File: config.mk
export PLATFORM = sky130hd
export DESIGN_NAME = bitwise_logic_unit_flat
export DESIGN_NICKNAME = d
export VERILOG_FILES = /design/src/rtl/bitwise_logic_unit_pkg.sv /design/src/rtl/bitwise_logic_unit_if.sv /design/src/rtl/bitwise_logic_unit_core.sv /design/src/rtl/bitwise_logic_unit.sv /design/src/flat_wrapper.sv
export SDC_FILE = /design/constraint.sdc
export NUM_CORES = 1
export LEC_CHECK = 0
export CAP_MARGIN = 10
export CORE_MARGIN = 2
export CORE_UTILIZATION = 50
export CTS_BUF_LIST = sky130_fd_sc_hd__clkbuf_16
export DETAILED_ROUTE_END_ITERATION = 12
export PLACE_DENSITY = 0.77
export SLEW_MARGIN = 20
export SYNTH_ARGS = -nofsm -noshare
export SYNTH_HDL_FRONTEND = slang
export SYNTH_HIERARCHICAL = 1
export SYNTH_SLANG_ARGS = --single-unit
File: constraint.sdc
create_clock -name clk -period 2 [get_ports clk]
set_input_delay 0.3 -clock clk [delete_from_list [all_inputs] [get_ports clk]]
set_output_delay 0.3 -clock clk [all_outputs]
set_load 0.01 [all_outputs]
File: src/rtl/bitwise_logic_unit_pkg.sv
// Shared definitions for the bitwise logic unit: op encodings, default width, FSM states.
// Optional accumulator mode is selected by the BITWISE_LOGIC_ACCUM_EN macro.
package bitwise_logic_unit_pkg;

  localparam int BLU_WIDTH_DEFAULT = 20;

  typedef enum logic [2:0] {
    OP_AND  = 3'b000,
    OP_OR   = 3'b001,
    OP_XOR  = 3'b010,
    OP_NAND = 3'b011,
    OP_NOR  = 3'b100,
    OP_XNOR = 3'b101,
    OP_ANDN = 3'b110,
    OP_PASS = 3'b111
  } blu_op_e;

  typedef enum logic [1:0] {
    ST_EMPTY = 2'd0,
    ST_ONE   = 2'd1,
    ST_FULL  = 2'd2
  } blu_state_e;

endpackage

File: src/rtl/bitwise_logic_unit_if.sv
// Handshake bundle for the bitwise logic unit: operand channel in, result channel out.
interface bitwise_logic_unit_if
  import bitwise_logic_unit_pkg::*;
#(
  parameter int WIDTH = BLU_WIDTH_DEFAULT
);
  logic             in_valid;
  logic             in_ready;
  logic [2:0]       op;
  logic [WIDTH-1:0] i0;
  logic [WIDTH-1:0] i1;
  logic             acc;
  logic             out_valid;
  logic             out_ready;
  logic [WIDTH-1:0] s;
  logic             zero;

  modport master (
    output in_valid, op, i0, i1, acc, out_ready,
    input  in_ready, out_valid, s, zero
  );

  modport slave (
    input  in_valid, op, i0, i1, acc, out_ready,
    output in_ready, out_valid, s, zero
  );
endinterface

File: src/rtl/bitwise_logic_unit_core.sv
// Combinational bitwise operation on two operands plus a zero flag on the result.
module bitwise_logic_core
  import bitwise_logic_unit_pkg::*;
#(
  parameter int WIDTH = BLU_WIDTH_DEFAULT
) (
  input  logic [WIDTH-1:0] a,
  input  logic [WIDTH-1:0] b,
  input  logic [2:0]       op,
  output logic [WIDTH-1:0] y,
  output logic             y_zero
);

  always_comb begin
    y = '0;
    case (blu_op_e'(op))
      OP_AND:  y = a & b;
      OP_OR:   y = a | b;
      OP_XOR:  y = a ^ b;
      OP_NAND: y = ~(a & b);
      OP_NOR:  y = ~(a | b);
      OP_XNOR: y = ~(a ^ b);
      OP_ANDN: y = a & ~b;
      OP_PASS: y = a;
      default: y = '0;
    endcase
  end

  assign y_zero = ~|y;

endmodule

File: src/rtl/bitwise_logic_unit.sv
// Pipelined bitwise logic unit: one result register plus a skid entry behind valid/ready.
// Define BITWISE_LOGIC_ACCUM_EN to build the accumulator that can replace operand A.
module bitwise_logic_unit
  import bitwise_logic_unit_pkg::*;
#(
  parameter int WIDTH = BLU_WIDTH_DEFAULT
) (
  input  logic                 clk,
  input  logic                 rst_n,
  bitwise_logic_unit_if.slave  bus
);

  // state | meaning
  // EMPTY | no result held, out_valid=0
  // ONE   | OUT holds a result, SKID free
  // FULL  | OUT and SKID both hold results, in_ready=0
  blu_state_e state_q, state_d;

  logic [WIDTH-1:0] out_s_q, skid_s_q;
  logic             out_z_q, skid_z_q;
  logic [WIDTH-1:0] operand_a;
  logic [WIDTH-1:0] core_y;
  logic             core_zero;
  logic             in_ready_w, out_valid_w;
  logic             accept, pop;
  logic             out_load_new, out_load_skid, skid_load;

  assign in_ready_w  = (state_q != ST_FULL);
  assign out_valid_w = (state_q != ST_EMPTY);
  assign accept      = bus.in_valid & in_ready_w;
  assign pop         = out_valid_w & bus.out_ready;

`ifdef BITWISE_LOGIC_ACCUM_EN
  logic [WIDTH-1:0] acc_q;

  // ACC follows every accepted result, regardless of whether the output is stalled.
  always_ff @(posedge clk) begin
    if (!rst_n) begin
      acc_q <= '0;
    end else if (accept) begin
      acc_q <= core_y;
    end
  end

  assign operand_a = bus.acc ? acc_q : bus.i0;
`else
  logic unused_acc;
  assign unused_acc = bus.acc;
  assign operand_a  = bus.i0;
`endif

  bitwise_logic_core #(.WIDTH(WIDTH)) u_core (
    .a      (operand_a),
    .b      (bus.i1),
    .op     (bus.op),
    .y      (core_y),
    .y_zero (core_zero)
  );

  always_comb begin
    state_d       = state_q;
    out_load_new  = 1'b0;
    out_load_skid = 1'b0;
    skid_load     = 1'b0;
    case (state_q)
      ST_EMPTY: begin
        if (accept) begin
          out_load_new = 1'b1;
          state_d      = ST_ONE;
        end
      end
      ST_ONE: begin
        if (accept && bus.out_ready) begin
          out_load_new = 1'b1;
        end else if (accept) begin
          skid_load = 1'b1;
          state_d   = ST_FULL;
        end else if (pop) begin
          state_d = ST_EMPTY;
        end
      end
      ST_FULL: begin
        if (pop) begin
          out_load_skid = 1'b1;
          state_d       = ST_ONE;
        end
      end
      default: state_d = ST_EMPTY;
    endcase
  end

  always_ff @(posedge clk) begin
    if (!rst_n) begin
      state_q  <= ST_EMPTY;
      out_s_q  <= '0;
      out_z_q  <= 1'b0;
      skid_s_q <= '0;
      skid_z_q <= 1'b0;
    end else begin
      state_q <= state_d;
      if (out_load_new) begin
        out_s_q <= core_y;
        out_z_q <= core_zero;
      end else if (out_load_skid) begin
        out_s_q <= skid_s_q;
        out_z_q <= skid_z_q;
      end
      if (skid_load) begin
        skid_s_q <= core_y;
        skid_z_q <= core_zero;
      end
    end
  end

  assign bus.in_ready  = in_ready_w;
  assign bus.out_valid = out_valid_w;
  assign bus.s         = out_s_q;
  assign bus.zero      = out_z_q;

endmodule

File: src/flat_wrapper.sv
// flat-port wrapper written by rule: the top's interface ports become plain ports
module bitwise_logic_unit_flat import bitwise_logic_unit_pkg::*;
#(
  parameter int WIDTH = BLU_WIDTH_DEFAULT
)
  (clk, rst_n, bus_in_valid, bus_op, bus_i0, bus_i1, bus_acc, bus_out_ready, bus_in_ready, bus_out_valid, bus_s, bus_zero);
  bitwise_logic_unit_if #(.WIDTH(WIDTH)) bus_i ();
  input  logic clk;
  input  logic rst_n;
  input wire logic [$bits(bus_i.in_valid)-1:0] bus_in_valid;
  input wire logic [$bits(bus_i.op)-1:0] bus_op;
  input wire logic [$bits(bus_i.i0)-1:0] bus_i0;
  input wire logic [$bits(bus_i.i1)-1:0] bus_i1;
  input wire logic [$bits(bus_i.acc)-1:0] bus_acc;
  input wire logic [$bits(bus_i.out_ready)-1:0] bus_out_ready;
  output wire logic [$bits(bus_i.in_ready)-1:0] bus_in_ready;
  output wire logic [$bits(bus_i.out_valid)-1:0] bus_out_valid;
  output wire logic [$bits(bus_i.s)-1:0] bus_s;
  output wire logic [$bits(bus_i.zero)-1:0] bus_zero;
  assign bus_i.in_valid = bus_in_valid;
  assign bus_i.op = bus_op;
  assign bus_i.i0 = bus_i0;
  assign bus_i.i1 = bus_i1;
  assign bus_i.acc = bus_acc;
  assign bus_i.out_ready = bus_out_ready;
  assign bus_in_ready = bus_i.in_ready;
  assign bus_out_valid = bus_i.out_valid;
  assign bus_s = bus_i.s;
  assign bus_zero = bus_i.zero;
  bitwise_logic_unit #(.WIDTH(WIDTH)) u_core (.clk(clk), .rst_n(rst_n), .bus(bus_i));
endmodule
# Word level (Yosys, flattened, before mapping)
# Index checks and enable logic that the tools add are counted.
[word_totals]
elab_cells = 55
reg_bits = 44
in_bits = 48
[classes]
reduce_logical = 8
bitwise_logic = 10
muxes = 18
n_eq_ne = 14
[op_table]
columns = ["cell", "n"]
rows = [
  ["one-hot mux 20 bit (8 select lines)", 1],
  ["NOT 20 bit", 4],
  ["AND 20 bit", 2],
  ["2-to-1 mux 20 bit", 2],
  ["OR 20 bit", 1],
  ["OR reduction 20 bit", 1],
  ["bitwise XOR 20 bit", 1],
  ["equality test 3 bit, second input constant", 4],
  ["2-to-1 mux 2 bit", 5],
  ["2-to-1 mux 1 bit", 8],
  ["equality test 3 x 2 -> 1 bit, second input constant", 2],
  ["one-hot mux 2 bit (3 select lines)", 1],
  ["inequality test 2 x 1 -> 1 bit, second input constant", 2],
  ["inequality test 2 bit, second input constant", 2],
  ["AND reduction 4 bit", 1],
  ["nonzero test 2 bit", 2],
  ["equality test 3 x 1 -> 1 bit, second input constant", 1],
  ["zero test 3 bit", 1],
  ["inequality test 3 x 1 -> 1 bit, second input constant", 1],
  ["AND 1 bit", 2],
  ["equality test 2 x 1 -> 1 bit, second input constant", 1],
  ["equality test 2 bit, second input constant", 1],
  ["zero test 2 bit", 1],
  ["one-hot mux 1 bit (2 select lines)", 1],
  ["2 further kinds", 2],
]

# Depth between registers and ports, before layout
# Gate-level depths: netlist of run 1.
[logic_depth]
word_depth = 6
mapped_depth = 12

# Hierarchy
# Netlist of run 1, hierarchy kept.
[modules_own_cells]
columns = ["mod", "area_per_inst_um2", "instances", "cells_each"]
rows = [
  ["bitwise_logic_core", 2524.9, 1, 339],
  ["bitwise_logic_unit", 1950.6, 1, 236],
]

# Worst setup path after synthesis of run 1
# No wires, ideal clock.
[synth_timing]
path_kind = "input port to flip-flop"
from = "input port bus_op[0]"
to = "register u_core.out_z_q, in the netlist u_core/bus.zero"
arrival_time_ns = 1.972
setup_time_ns = 0.091
path_buffers = 2
path_slack_ns = -0.063
stages = 9
path_cell_list = "buf_6 -> and2_1 -> buf_6 -> a22o_1 -> o32a_1 -> nor4_1 -> and4b_1 -> nand3_1 -> a311oi_1"
[synth_between]
elab_chain_len = 5
[synth_rtl]
columns = ["item", "line", "text"]
rows = [
  ["from (decl)", "flat_wrapper.sv:11", "input wire logic [$bits(bus_i.op)-1:0] bus_op;"],
  ["equality test 3 bit (tied with other cells)", "bitwise_logic_unit_core.sv:16", "case (blu_op_e'(op))"],
  ["one-hot mux 20 bit (8 select lines) *", "bitwise_logic_unit_core.sv:16", ""],
  ["named net u_core.core_y[16]", "bitwise_logic_unit.sv:22", "logic [WIDTH-1:0] core_y;"],
  ["OR reduction 20 bit *", "bitwise_logic_unit_core.sv:29", "assign y_zero = ~|y;"],
  ["zero test 1 bit *", "bitwise_logic_unit_core.sv:29", ""],
  ["named net u_core.core_zero", "bitwise_logic_unit.sv:23", "logic core_zero;"],
  ["2-to-1 mux 1 bit *", "bitwise_logic_unit.sv:101", "if (out_load_new) begin"],
  ["to (signal assigned)", "bitwise_logic_unit.sv:103", "out_z_q <= core_zero;"],
  ["to (signal assigned)", "bitwise_logic_unit.sv:106", "out_z_q <= skid_z_q;"],
  ["to (decl)", "bitwise_logic_unit.sv:20", "logic out_z_q, skid_z_q;"],
]
# The timed path passes the listed nets; every way through them passes the cells marked *.
# A chain may end at the register's enable or synchronous reset.

# Worst setup path after layout of run 1
[layout_timing]
from = "input port bus_op[1]"
to = "register u_core.out_z_q, in the netlist u_core/bus.zero"
# The elaborated chain is that of the path after synthesis.

==> metrics.cfg, run 1 <==
[pwr]
pwr-share-seq_pct=28.3
power.density_mw_per_mm2=494
p_leak_uw=0.00293
peakVddDrop_uv=361
switchingPower_uw=1150
internal-power_uw=2260
clkPwrFrac_pct=27.6
power_uw=3420
swShare_pct=33.8
comb_power_share_pct=44.1

[timing]
tns_ps=-941
grt_setup_unrepaired=true
skew_ps=5.84
period_needed_ps=2340
final-setup-viol-count=6
worst_pin_slew_ps=435
fin_crit_sh_pct=117
max_freq_mhz=428
max-slew-margin-rel_pct=70.9
final_hold_viol_count=0
timing.final.ws_setup_ps=-339
drv_slew=0

[yosys]
mappedNetlistArea_mm2=0.00448
async_reset_ff_share_pct=0
synth_area_leaders=dfxtp_1, ha_1, nand2_1
synth_top_cell_by_area=dfxtp_1
synth_edf_count=0
seq_area_frac_synth_pct=19.7
synthMostInstantiatedCell=nand2_1
ys_seq_elements=44
syn_nets=683
yosysTopAreaCellShare_pct=19.7
syn_inst=575
synth_cell_types=65
ys_warn_count=6
synth_flop_cell=dfxtp_1
syn_avg_cell_area_um2=7.78
synthTopCellsByCount=nand2_1, ha_1, inv_1, a21oi_1, dfxtp_1

[setup_path]
slowest_delay_ps=370
endpoint_kind=flop
crit_chain=buf_12, buf_12, buf_4, buf_4, nand3b_1, o21ai_1, a221oi_1, o22ai_1, nor4_2, and4b_1, nand3_1, a311oi_1
path_max_fanout=6
crit_arrival_ps=2510
worstSetupStartpointType=primary input
slowest_stage=a221oi_1
cp_data_required_time_ps=2180
critical_path_class=primary input to flop

[clock_tree]
clock_path_buffers=2
insertion_delay_ps=290
root_buffer=clkbuf_16
cts_tree=built
clk_pin_slew_ps=60
cts.sinks=44
htree_levels=2
cts_buffers=5

[die]
die_y_um=98.6
die_x_um=98.6
die_area_mm2=0.00972
rows=34
start_util_pct=51.3
fp.coreArea_mm2=0.00872
io_pins=71

[place]
dp_cells=815
port_buffers=69
globalplace.congestion=0.886
hpwl_um=9930
pre_cts_ws_ps=-828

[status]
outcome=finished, violations left
violations=setup timing

[grt]
overflow=0
grt_max_degree=44
first_global_vias=5442
grt_usage_pct=32.8
antenna_found_initial=0
grt_first_pass_wirelength_um=26300

[flow_run]
cap_viol_max_count=0

[route]
first_iter_violations=757
drc=0
via_count=5777
wire_per_inst_um=22.5
wl_um=19200
drt-pass1-iter-count=8
antenna_left=0
via_per_inst=6.78

[final_layout]
nets=851
post-route-util_pct=79.4
final_cells=852
drive_gt1_share_pct=38.8
syn2layout_area_growth_pct=54.7
diodes=0

[min_path]
hold_path.class=flop to flop

## cell families after synthesis
kind of cell    after synthesis  synth area share [%]
compound gates              180                  28.2
fa+ha+maj                    60                  16.8
buf+inv                     100                  11.0
mux                          19                  4.78
simple gates                172                  19.6
flops                        44                  19.7
## area by class of cell
cell class / count / area [µm²]
clock buffers: 5 / 125
fillers: 497 / 1800
inverters: 48 / 183
well taps: 108 / 135
clock inverters: 3 / 42.5
flip-flops and latches: 44 / 881
multi-input cells: 431 / 3590
repair buffers: 213 / 1960
## state kept, by name (all words and copies together) (netlist names)
register and cells:
u_core/state_q 2, u_core/bus.zero 1, u_core/skid_s_q 20, u_core/skid_z_q 1, u_core/bus.s 20
## critical path: cells and delay by family
kind	cells	cell delay, ps
buffers and inverters	4	520
AND/OR/NAND/NOR	4	670
AO/OA/AOI/OAI	4	1020
## placed cells by master, fill, tap and decap left out, types with 5 or more instances in the layout
cell and instances:
buf_4 121, nand2_1 67, dfxtp_1 44, ha_1 37
a21oi_1 33, inv_2 28, clkdlybuf4s50_1 26, nand3_1 25
o21ai_0 24, a211oi_1 23, dlygate4sd2_1 22, a311oi_1 20
nor2b_1 18, inv_1 18, ha_4 17, buf_12 12
o211ai_1 12, nor2_1 12, mux2i_1 12, buf_6 11
a21oi_2 11, clkbuf_2 10, nand2b_1 9, a221oi_2 6
o32a_1 6, ha_2 6, clkbuf_16 5, o21ai_1 5
nor3_1 5
## layer usage
layer  part of all wire (%)  track usage [%]  up-vias
li1                       -                -     2417
met1                     34             38.7     2611
met2                     45             56.2      541
met3                     11             5.96      208
met4                    9.2             18.2        0
met5                      0                0        -
## metrics by stage
step / area, µm² / hold slack (ps)
after floorplan: 4530 / 418
after global placement: 6000 / 439
final: 6920 / 454
after detailed placement: 6000 / 443
after CTS: 6800 / 452
after global routing: 6920 / 477
## power by group through the flow
| stage | clock, µW | combinational [µW] | sequential [µW] |
|---|---|---|---|
| floorplan | 0 | 590 | 990 |
| global placement | 0 | 1110 | 980 |
| detailed placement | 0 | 1150 | 983 |
| CTS | 926 | 1330 | 965 |
| global route | 989 | 1560 | 973 |
| finish | 944 | 1510 | 967 |
## worst paths after layout
kind                             from  cells after the start  slack (ps)             endpoint
hold reg to reg   u_core/skid_s_q[14]                      2         450  u_core/skid_s_q[14]
setup / recovery            bus_op[1]                     12        -340      u_core/bus.zero
setup reg to reg    u_core/state_q[1]                      4         270      u_core/bus.s[0]
hold / removal    u_core/skid_s_q[14]                      2         450  u_core/skid_s_q[14]
## repair_timing
action                                  in CTS  in global routing
cloned                                       4                  0
buffers inserted                            18                  7
pin swaps                                   55                 29
hold buffers                                 0                  0
endpoints found under the setup margin      21                  9
gates resized for setup                    159                 59
(Power assumes the default switching activity.)
==> run 2: changes to the inputs <==
--- a/config.mk
+++ b/config.mk
@@ -11,6 +11,7 @@
 export CTS_BUF_LIST = sky130_fd_sc_hd__clkbuf_16
 export DETAILED_ROUTE_END_ITERATION = 12
 export PLACE_DENSITY = 0.77
+export SKIP_CTS_REPAIR_TIMING = 1
 export SLEW_MARGIN = 20
 export SYNTH_ARGS = -nofsm -noshare
 export SYNTH_HDL_FRONTEND = slang
==> metrics.cfg, run 2 (synthesis results as in run 1) <==
[setup_path]
path_max_fanout=9  ; +3
crit_arrival_ps=2450  ; -60 ps
cp_data_required_time_ps=2210  ; +30 ps
worstSetupStartpointType=primary input
endpoint_kind=flop
critical_path_class=primary input to flop

[place]
dp_cells=815  ; unchanged
port_buffers=69  ; unchanged
globalplace.congestion=0.886  ; unchanged
hpwl_um=9930  ; unchanged

[route]
top_layer_used=met4
wire_per_inst_um=20.9  ; -7.3%
wl_met3_um=1780  ; -16%
drc=0  ; unchanged
drt-pass1-iter-count=8  ; unchanged
wl_met2_um=8390  ; -3.6%
via_per_inst=6.57  ; -3.1%
wl_met1_um=6230  ; -5.3%
first_iter_violations=668  ; -12%
antenna_left=0  ; unchanged
via_count=5537  ; -4.2%
wl_um=17600  ; -8.3%

[grt]
first_global_vias=4850  ; -11%
overflow=0  ; unchanged
grt_max_degree=44  ; unchanged
grt_usage_pct=27.0  ; -5.8 points
grt_first_pass_wirelength_um=22100  ; -16%
antenna_found_initial=0  ; unchanged

[final_layout]
fillers=501  ; +0.80%
mostFrequentLayoutCell=buf_4
post-route-util_pct=79.4  ; about the same
final_cell_mix=buf_4, nand2_1, dfxtp_1
final_cells=843  ; -1.1%
drive_gt1_share_pct=34.3  ; -4.6 points
nets=842  ; -1.1%
diodes=0  ; unchanged
syn2layout_area_growth_pct=54.7  ; about the same

[clock_tree]
clock_path_buffers=2  ; unchanged
cts.sinks=44  ; unchanged
cts_buffers=5  ; unchanged
cts_tree=built
root_buffer=clkbuf_16
clk_pin_slew_ps=60  ; about the same
htree_levels=2  ; unchanged
insertion_delay_ps=280  ; about the same

[min_path]
hold_path.class=flop to flop

[die]
rows=34  ; unchanged
die_area_mm2=0.00972  ; unchanged
fp.coreArea_mm2=0.00872  ; unchanged
die_y_um=98.6  ; unchanged
die_x_um=98.6  ; unchanged
start_util_pct=51.3  ; unchanged
io_pins=71  ; unchanged

[timing]
worst_pin_slew_ps=461  ; +26.4 ps
max-slew-margin-rel_pct=69.0  ; -1.9 points
grt_setup_unrepaired=true
fin_crit_sh_pct=112  ; -5.4 points
period_needed_ps=2230  ; -107 ps
timing.final.ws_setup_ps=-231  ; +107 ps
max_freq_mhz=448  ; +4.8%
drv_slew=0  ; unchanged
final-setup-viol-count=6  ; unchanged
skew_ps=6.28  ; +0.442 ps
final_hold_viol_count=0  ; unchanged

[status]
outcome=finished, violations left
violations=setup timing

[pwr]
peakVddDrop_uv=394  ; +9.3%
power_uw=3330  ; -2.5%
power.density_mw_per_mm2=481  ; -2.5%
p_leak_uw=0.00316  ; +8.1%

[flow_run]
cap_viol_max_count=0  ; unchanged

==> run 2: changes by cell type in the layout (fill, tap and decap cells not counted), moves of 6 or more <==
cell,change
buf_4,-6
clkbuf_2,-10
dlymetal6s2s_1,+39
dlygate4sd2_1,-22
==> run 2: cell type report <==
class	instances	area, µm²	area share [%]
Clock buffer	5	125	1.81
Clock inverter	3	42.5	0.614
Inverter	48	183	2.64
Multi-Input combinational cell	431	3560	51.5
Sequential cell	44	881	12.7
Tap cell	108	135	1.95
Timing Repair Buffer	204	1990	28.8
==> run 2: worst max-delay path, cell delays in order <==
cell	delay, ps
buf_6	120
buf_12	130
buf_4	170
nand2b_2	240
o32ai_2	350
a221oi_2	120
a21oi_1	220
nand4b_1	170
and4b_1	330
buf_4	130
nand2_2	40
a21oi_2	130
==> run 2: path summary, 6_finish.rpt <==
kind / startpoint / endpoint / slack (ps) / depth (start not counted)
worst max-delay path: bus_op[1] / u_core/skid_z_q / -230 / 12
worst min register to register: u_core/skid_s_q[14] / u_core/skid_s_q[14] / 450 / 2
worst max register to register: u_core/state_q[0] / u_core/bus.s[6] / 350 / 5
worst min-delay path: u_core/skid_s_q[14] / u_core/skid_s_q[14] / 450 / 2
==> run 2: metal layers <==
layer | up-vias | GRT usage, %
li1 | 2390 | -
met1 | 2526 | 34.1
met2 | 474 | 47.5
met3 | 147 | 3.33
met4 | 0 | 9.06
met5 | - | 0
==> run 2: stage by stage <==
step                setup WS, ps  setup TNS (ps)  cell area, µm²  hold slack, ps
detailed placement          -828          -13320            6000             443
global route                -261            -984            6930             477
CTS                         -499           -3240            6160             452
floorplan                  -39.5           -39.5            4530             418
finish                      -231            -596            6930             454
global placement            -668          -11270            6000             439
==> run 2: report_power, final <==
group	internal, µW	switching [µW]	leakage (µW)
Combinational	722	724	0.00272
Sequential	930	36.5	0.000360
Clock	587	332	0.0000814
Total	2240	1090	0.00316
